## src/rtl/alu_div_pkg.sv

```systemverilog
// alu_div_pkg: shared state type and constants for the sequential ALU divider
package alu_div_pkg;
  typedef enum logic [1:0] {IDLE, CALC, DONE} div_state_t;
  localparam int DIV_WIDTH_DEF = 16;
  localparam logic [DIV_WIDTH_DEF-1:0] DIV0_QUOTIENT = '1;
endpackage

```

## src/rtl/alu_sub16.sv

```systemverilog
// alu_sub16: WIDTH-bit subtractor a + ~b + 1 with borrow out
module alu_sub16 #(
  parameter int WIDTH = 16
) (
  input  logic [WIDTH-1:0] a,
  input  logic [WIDTH-1:0] b,
  output logic [WIDTH-1:0] diff,
  output logic             borrow_out
);
  logic carry;
  assign {carry, diff} = {1'b0, a} + {1'b0, ~b} + (WIDTH+1)'(1);
  assign borrow_out = ~carry;
endmodule

```

## src/rtl/alu_div16_seq.sv

```systemverilog
// alu_div16_seq: iterative restoring divider, one shift-subtract per clock
// Optional two's-complement support is built when ALU_SIGNED_DIV_EN is defined.
module alu_div16_seq
  import alu_div_pkg::*;
#(
  parameter int WIDTH = DIV_WIDTH_DEF
) (
  input  logic             clk,
  input  logic             rst_n,
  input  logic             start,
  input  logic             op_signed,
  input  logic [WIDTH-1:0] dividend,
  input  logic [WIDTH-1:0] divisor,
  output logic             busy,
  output logic             done,
  output logic [WIDTH-1:0] quotient,
  output logic [WIDTH-1:0] remainder,
  output logic             div_by_zero
);
  localparam int CW = $clog2(WIDTH) + 1;
  div_state_t state_q, state_d;
  logic [CW-1:0] cnt_q, cnt_d;
  logic [WIDTH-1:0] rem_q, rem_d, quo_q, quo_d, dvs_q, dvs_d;
  logic [WIDTH-1:0] q_out_q, q_out_d, r_out_q, r_out_d;
  logic dbz_q, dbz_d;
  logic [WIDTH-1:0] rem_sh, diff, rem_n, quo_n, a_mag, b_mag, q_fix, r_fix;
  logic borrow, ok, accept;
  assign rem_sh = {rem_q[WIDTH-2:0], quo_q[WIDTH-1]};
  alu_sub16 #(.WIDTH(WIDTH)) u_sub (
    .a         (rem_sh),
    .b         (dvs_q),
    .diff      (diff),
    .borrow_out(borrow)
  );
  // a set MSB before the shift means the shifted remainder exceeds any divisor
  assign ok     = rem_q[WIDTH-1] | ~borrow;
  assign rem_n  = ok ? diff : rem_sh;
  assign quo_n  = {quo_q[WIDTH-2:0], ok};
  assign accept = start & (state_q != CALC);
`ifdef ALU_SIGNED_DIV_EN
  logic neg_q_q, neg_q_d, neg_r_q, neg_r_d, sa, sb;
  assign sa      = op_signed & dividend[WIDTH-1];
  assign sb      = op_signed & divisor[WIDTH-1];
  assign a_mag   = sa ? -dividend : dividend;
  assign b_mag   = sb ? -divisor : divisor;
  assign neg_q_d = accept ? sa ^ sb : neg_q_q;
  assign neg_r_d = accept ? sa : neg_r_q;
  assign q_fix   = neg_q_q ? -quo_n : quo_n;
  assign r_fix   = neg_r_q ? -rem_n : rem_n;
  always_ff @(posedge clk or negedge rst_n) begin
    if (!rst_n) begin
      neg_q_q <= 1'b0;
      neg_r_q <= 1'b0;
    end else begin
      neg_q_q <= neg_q_d;
      neg_r_q <= neg_r_d;
    end
  end
`else
  logic unused_sign;
  assign unused_sign = op_signed;
  assign a_mag = dividend;
  assign b_mag = divisor;
  assign q_fix = quo_n;
  assign r_fix = rem_n;
`endif
  always_comb begin
    state_d = state_q;
    cnt_d   = cnt_q;
    rem_d   = rem_q;
    quo_d   = quo_q;
    dvs_d   = dvs_q;
    q_out_d = q_out_q;
    r_out_d = r_out_q;
    dbz_d   = dbz_q;
    if (accept) begin
      dbz_d   = divisor == '0;
      state_d = dbz_d ? DONE : CALC;
      cnt_d   = CW'(WIDTH);
      rem_d   = '0;
      quo_d   = a_mag;
      dvs_d   = b_mag;
      q_out_d = dbz_d ? '1 : q_out_q;
      r_out_d = dbz_d ? dividend : r_out_q;
    end else if (state_q == CALC) begin
      rem_d = rem_n;
      quo_d = quo_n;
      cnt_d = cnt_q - 1'b1;
      if (cnt_q == CW'(1)) begin
        state_d = DONE;
        q_out_d = q_fix;
        r_out_d = r_fix;
      end
    end else if (state_q == DONE) begin
      state_d = IDLE;
    end
  end
  always_ff @(posedge clk or negedge rst_n) begin
    if (!rst_n) begin
      state_q <= IDLE;
      cnt_q   <= '0;
      rem_q   <= '0;
      quo_q   <= '0;
      dvs_q   <= '0;
      q_out_q <= '0;
      r_out_q <= '0;
      dbz_q   <= 1'b0;
    end else begin
      state_q <= state_d;
      cnt_q   <= cnt_d;
      rem_q   <= rem_d;
      quo_q   <= quo_d;
      dvs_q   <= dvs_d;
      q_out_q <= q_out_d;
      r_out_q <= r_out_d;
      dbz_q   <= dbz_d;
    end
  end
  assign busy        = state_q == CALC;
  assign done        = state_q == DONE;
  assign quotient    = q_out_q;
  assign remainder   = r_out_q;
  assign div_by_zero = dbz_q;
endmodule

```

## config.mk

```make
export PLATFORM = sky130hd
export DESIGN_NAME = alu_div16_seq
export DESIGN_NICKNAME = d
export VERILOG_FILES = /design/src/rtl/alu_div_pkg.sv /design/src/rtl/alu_sub16.sv /design/src/rtl/alu_div16_seq.sv
export SDC_FILE = /design/constraint.sdc
export NUM_CORES = 1
export LEC_CHECK = 0
export CAP_MARGIN = 20
export CORE_ASPECT_RATIO = 1.75
export CORE_MARGIN = 2
export CORE_UTILIZATION = 40
export CTS_CLUSTER_SIZE = 16
export DETAILED_ROUTE_END_ITERATION = 10
export PLACE_DENSITY = 0.73
export SKIP_CTS_REPAIR_TIMING = 1
export SLEW_MARGIN = 20
export SYNTH_ARGS = -nofsm -noshare
export SYNTH_HDL_FRONTEND = slang
export SYNTH_SLANG_ARGS = --single-unit
```

## constraint.sdc

```tcl
create_clock -name clk -period 4.5 [get_ports clk]
set_input_delay 1.125 -clock clk [delete_from_list [all_inputs] [get_ports clk]]
set_output_delay 1.125 -clock clk [all_outputs]
set_load 0.005 [all_outputs]
```

==> Word level (Yosys, flattened, before mapping) <==
Cells that the tools add are included.
{ "totals": {"ff_bits": 88, "latchBits": 0, "ramBits": 0, "mem_bits_ro": 0, "elab_cells": 46, "n_memories": 0} }
{ "classes": {"addsub": 3, "n_mul": 0, "div": 0, "magnitude_cmp": 0, "n_eq_ne": 6, "shifts": 0, "mux": 20, "bitwise": 3, "n_reduce_logical": 6} }
{ "ops": {"columns": ["op", "n"], "rows": [
  ["two-way mux 16 bit", 13],
  ["adder 16 x 16 -> 17 bit", 1],
  ["adder 17 x 1 -> 17 bit (second input constant)", 1],
  ["zero test 16 bit", 1],
  ["NOT 16 bit", 1],
  ["two-way mux 2 bit", 5],
  ["two-way mux 5 bit", 2],
  ["== test 5 x 1 -> 1 bit (second input constant)", 1],
  ["subtractor 5 x 1 -> 5 bit (second input constant)", 1],
  ["inequality test 2 x 1 -> 1 bit (second input constant)", 2],
  ["nonzero test 2 bit", 2],
  ["inequality test 3 x 1 -> 1 bit (second input constant)", 1],
  ["AND reduction 3 bit", 1],
  ["nonzero test 3 bit", 1],
  ["== test 2 x 1 -> 1 bit (second input constant)", 1],
  ["== test 2 bit (second input constant)", 1],
  ["AND reduction 2 bit", 1],
  ["AND 1 bit", 1],
  ["bitwise OR 1 bit", 1]
]} }

==> Longest topological paths before layout <==
{ "depth": {"ltp_word": 8, "ltp_mapped": 12} }

==> By module <==
A second synthesis with hierarchy kept.
{ "unflattened": {"hier_cells": 482, "hier_area_um2": 4888.4} }
{ "by_module_without_submodules": {"columns": ["module", "n_inst", "cells_per_inst", "area_each_um2"], "rows": [
  ["alu_div16_seq", 1, 352, 4003.8],
  ["alu_sub16", 1, 130, 884.6]
]} }

==> Least setup slack after synthesis <==
Ideal clock, no wire load.
{ "synth_path": {"path_kind": "input -> register", "start": "in divisor[2]", "end": "reg r_out_q[10] (netlist: remainder[10])", "setup_ns": 0.128, "arrival_time_ns": 2.427, "required_time_ns": 4.372, "path_slack_ns": 1.945, "stages": 8, "path_buffers": 1, "cell_sequence": "nor4_1 > nand4_1 > nor2_1 > nor2_1 > clkbuf_1 > or3_1 > o21ai_0 > a21oi_1"} }
{ "synth_via": {"elab_chain_len": 3} }
{ "synth_lines": {"columns": ["item", "line_no", "rtl"], "rows": [
  ["start: declaration", "alu_div16_seq.sv:13", "input logic [WIDTH-1:0] divisor,"],
  ["zero test 16 bit", "alu_div16_seq.sv:77", "dbz_d = divisor == '0;"],
  ["inequality test 2 x 1 -> 1 bit (no line)", null, null],
  ["AND reduction 3 bit (no line)", null, null],
  ["end signal: assignment", "alu_div16_seq.sv:115", "r_out_q <= r_out_d;"],
  ["end: declaration", "alu_div16_seq.sv:24", "logic [WIDTH-1:0] q_out_q, q_out_d, r_out_q, r_out_d;"]
]} }
No other way between the ends.
A chain may end at the register's enable or synchronous reset.

==> Final worst setup path <==
{ "layout_path": {"start": "reg quo_q[15]", "end": "reg rem_q[9]"} }
{ "layout_via": {"elab_chain_len": 6} }
{ "layout_lines": {"columns": ["item", "line_no", "rtl"], "rows": [
  ["start: declaration", "alu_div16_seq.sv:23", "logic [WIDTH-1:0] rem_q, rem_d, quo_q, quo_d, dvs_q, dvs_d;"],
  ["start signal: assignment", "alu_div16_seq.sv:112", "quo_q <= quo_d;"],
  ["adder 16 x 16 -> 17 bit (*)", "alu_sub16.sv:11", "assign {carry, diff} = {1'b0, a} + {1'b0, ~b} + (WIDTH+1)'(1);"],
  ["adder 17 x 1 -> 17 bit (*)", "alu_sub16.sv:11", null],
  ["bitwise OR 1 bit", "alu_div16_seq.sv:36", "assign ok = rem_q[WIDTH-1] | ~borrow;"],
  ["two-way mux 16 bit (*)", "alu_div16_seq.sv:37", "assign rem_n = ok ? diff : rem_sh;"],
  ["two-way mux 16 bit (*)", "alu_div16_seq.sv:85", "end else if (state_q == CALC) begin"],
  ["two-way mux 16 bit (*)", "alu_div16_seq.sv:76", "if (accept) begin"],
  ["end signal: assignment", "alu_div16_seq.sv:111", "rem_q <= rem_d;"],
  ["end: declaration", "alu_div16_seq.sv:23", null]
]} }
Every way passes the cells marked *; elsewhere a longest branch is shown, timed or not. The select of a mux whose other input is x is not followed.

==> results.py <==
metrics = {
    "floorplanning": {
        "core.rowCount": 52,
        "core_area_um2": 11500,
        "die-area_um2": 12700,
        "die_w_um": 85.9,
        "start_util_pct": 40.8,
        "num_io_pins": 71,
        "die_h_um": 147,
    },
    "setup_path": {
        "cp-end-kind": "register",
        "cp_num_buf_inv": 1,
        "path_max_fanout": 15,
        "crit_path_start": "quo_q[15]$_DFFE_PN0P_",
        "crit_family": "compound AO/OA/AOI/OAI gates",
        "required_ns": 4.70,
        "crit_chain": "inv_1 > ha_1 > fa_1 > nand2b_1 > a21oi_1 > o211ai_1 > nand3_1 > a21o_1 > mux2i_1 > o22ai_1",
        "slowest_stage": "a21o_1",
        "slowest_delay_ns": 0.65,
        "r2r_start": "quo_q[15]$_DFFE_PN0P_",
        "path_class": "reg2reg",
        "arrival_ns": 3.57,
        "ff2ff_path_depth": 10,
        "reg2reg_to": "rem_q[9]$_DFFE_PN0P_",
        "cp-endpoint": "rem_q[9]$_DFFE_PN0P_",
        "cp.depth": 10,
        "cp-start-kind": "register",
        "r2r_setup_slack_ns": 1.13,
    },
    "sta": {
        "slew_headroom_pct": 48.3,
        "finalHoldViolations": 0,
        "final.setup.tns_ns": 0,
        "fmax_mhz": 297,
        "min_period_over_period_pct": 74.8,
        "worstMarginPinSlew_ns": 0.775,
        "finalMaxSlewViolations": 0,
        "grt_setup_unrepaired": "no",
        "fin_crit_ns": 3.37,
        "skew_ns": 0.00868,
        "setup_viol": 0,
    },
    "synthesis": {
        "ys_seq_area_share_pct": 46.9,
        "syn_nets": 555,
        "synthSimpleGateAreaFrac_pct": 13.8,
        "synth_xor_xnor_area_share_pct": 2.05,
        "yosysWarningCount": 0,
        "netlist.top_cell.by_area": "dfrtp_1",
        "synth_top_family_by_area": "compound AO/OA/AOI/OAI gates",
        "ys_async_sr_fraction_pct": 100,
        "synthAdderAreaFrac_pct": 6.02,
        "muxShareOfSynthArea_pct": 6.21,
        "synth_edf_count": 0,
        "netlist.area_leader.share_pct": 46.9,
        "synth_compound_area_share_pct": 20.5,
        "netlist_area_um2": 4700,
        "syn-mean-instance-area_um2": 9.45,
        "yosysUniqueCellTypes": 52,
        "ys.flop_type": "dfrtp_1",
        "yosys-top-cells-area": "dfrtp_1, o21ai_0, mux2i_1",
        "synth-seq-cells": 88,
        "syn_inst": 497,
    },
    "pwr": {
        "p_int_w": 0.00260,
        "leakage_nw": 2.52,
        "power_frac_seq_pct": 31.2,
        "switching_share_pct": 40.9,
        "vdd_drop_max_v": 0.000351,
        "power.density_nw_per_um2": 760,
        "switchingPower_w": 0.00180,
        "clockPowerShare_pct": 16.9,
        "p_comb_share_pct": 51.8,
    },
    "clock_network": {
        "worstSkewPairLatency_ns": 0.34,
        "numClockSinks": 88,
        "htreeDepth": 3,
        "cts_tree": "yes",
        "cts_made_buffers": 9,
        "clkTransAtPathRegs_ns": 0.06,
        "ctsLongestPathBuffers": 2,
        "root_buffer": "clkbuf_16",
    },
    "grt": {
        "grt_usage_pct": 18.9,
        "grt_pass1_vias": 3948,
        "grt_pass1_wl_mm": 19.0,
        "antenna_found_initial": 0,
        "gr-total-overflow": 0,
        "grt_max_degree": 62,
    },
    "detailed_routing": {
        "drc": 0,
        "ant_nets": 0,
        "via_per_inst": 5.59,
        "avgRoutedWirePerCell_um": 16.7,
        "drt_wl_total_mm": 11.7,
        "drt_iter0_markers": 121,
        "num_vias": 3894,
        "drt-pass1-iter-count": 4,
    },
    "finish": {
        "syn2layout_area_growth_pct": 23.4,
        "fin_nets": 615,
        "fill_cells": 1054,
        "diodes": 0,
        "stdcell_count": 697,
        "drive_gt1_share_pct": 5.69,
        "final_util_pct": 50.3,
    },
    "placed_design": {
        "place_congestion": 0.880,
        "place_hpwl_mm": 8.56,
        "dp_cells": 681,
        "numPortBuffers": 69,
    },
    "status": {
        "status": "complete, no violations",
    },
    "run": {
        "maxCapViolations": 0,
    },
    "worst_hold_path": {
        "hold_path_class": "reg2reg",
    },
}
metal layers:
layer / part of all wire (%) / GRT usage [%] / wire (um) / up-vias
met1: 42 / 23.5 / 4880 / 1894
met4: 1.9 / 8.41 / 216 / 0
met2: 53 / 31.5 / 6210 / 96
li1: - / - / - / 1888
met3: 3.1 / 3.76 / 363 / 16
met5: 0 / 0 / 0 / -
metrics by stage:
step	setup slack (ns)	power (W)	instance area, um2	hold WS [ns]
2_1_floorplan	1.95	0.00293	4700	0.450
3_3_place_gp	0.994	0.00357	5490	0.468
3_5_place_dp	0.945	0.00364	5490	0.480
4_1_cts	1.16	0.00441	5790	0.498
5_1_grt	0.971	0.00475	5790	0.516
6_report	1.13	0.00440	5790	0.494
worst min path at each step:
stage | startpoint | to | slack (ns) | cells past startpoint
finish | quotient[2]$_DFFE_PN0P_ | quotient[2]$_DFFE_PN0P_ | 0.49 | 1
global route | quotient[12]$_DFFE_PN0P_ | quotient[12]$_DFFE_PN0P_ | 0.52 | 1
CTS | quotient[3]$_DFFE_PN0P_ | quotient[3]$_DFFE_PN0P_ | 0.50 | 1
detailed placement | quotient[2]$_DFFE_PN0P_ | quotient[2]$_DFFE_PN0P_ | 0.48 | 1
global placement | dvs_q[0]$_DFFE_PN0P_ | dvs_q[0]$_DFFE_PN0P_ | 0.47 | 2
floorplan | dvs_q[0]$_DFFE_PN0P_ | dvs_q[0]$_DFFE_PN0P_ | 0.45 | 2
cells in the mapped netlist, drive strengths merged (5+ instances only):
cell type	number
a21o	5
a21oi	30
and3	6
buf	10
clkbuf	17
dfrtp	88
ha	21
inv	25
mux2i	28
nand2	72
nand3	5
nor2	23
nor3	7
o21ai	62
o22a	16
o22ai	14
or3	11
xnor2	8
cell families (layout without fill, tap and decap cells):
family / after synthesis / after routing
adder cells (fa/ha/maj): 22 / 22
flip-flops: 88 / 88
AND/OR/NAND/NOR: 143 / 143
AO/OA/AOI/OAI: 152 / 152
XOR/XNOR: 11 / 11
buffers and inverters: 52 / 117
multiplexers: 29 / 29
flip-flops by register name, indices dropped and copies added (netlist names):
| name | cells |
|---|---|
| remainder | 16 |
| div_by_zero | 1 |
| quotient | 16 |
| state_q | 2 |
| dvs_q | 16 |
| cnt_q | 5 |
| quo_q | 16 |
| rem_q | 16 |
power groups by stage:
stage / Sequential [W] / Combinational (W) / Clock (W)
final: 0.00137 / 0.00228 / 0.000746
after global routing: 0.00141 / 0.00253 / 0.000799
after CTS: 0.00137 / 0.00228 / 0.000756
after detailed placement: 0.00138 / 0.00226 / 0
after global placement: 0.00137 / 0.00221 / 0
after floorplan: 0.00132 / 0.00161 / 0
cell type report:
class	count	area (um2)	area share [%]
Clock inverter	5	56.3	0.972
Tap cell	135	169	2.92
Inverter	25	93.8	1.62
Timing Repair Buffer	76	741	12.8
Sequential cell	88	2200	38.0
Multi-Input combinational cell	357	2290	39.5
Clock buffer	11	243	4.19
placed cells by master (no fill, tap or decap), types with 2 or more instances in the layout:
master and instances:
inv_1 25, nand2b_1 4, dfrtp_1 88, and3_1 6, o41ai_1 2, buf_4 8
a211oi_1 3, clkdlybuf4s50_1 68, o22a_1 16, o21a_1 4, ha_1 21, a21o_1 5
o21ai_0 61, a21oi_1 29, or3_1 11, nand2_1 72, clkinv_2 2, nor4_1 4
mux2i_1 28, nand4_1 3, and2_1 2, xnor2_1 8, o22ai_1 14, clkbuf_16 9
nor3_1 7, nor2_1 22, o211ai_1 3, nand3_1 5, xor2_1 3
Power figures use the tool's default switching activity.
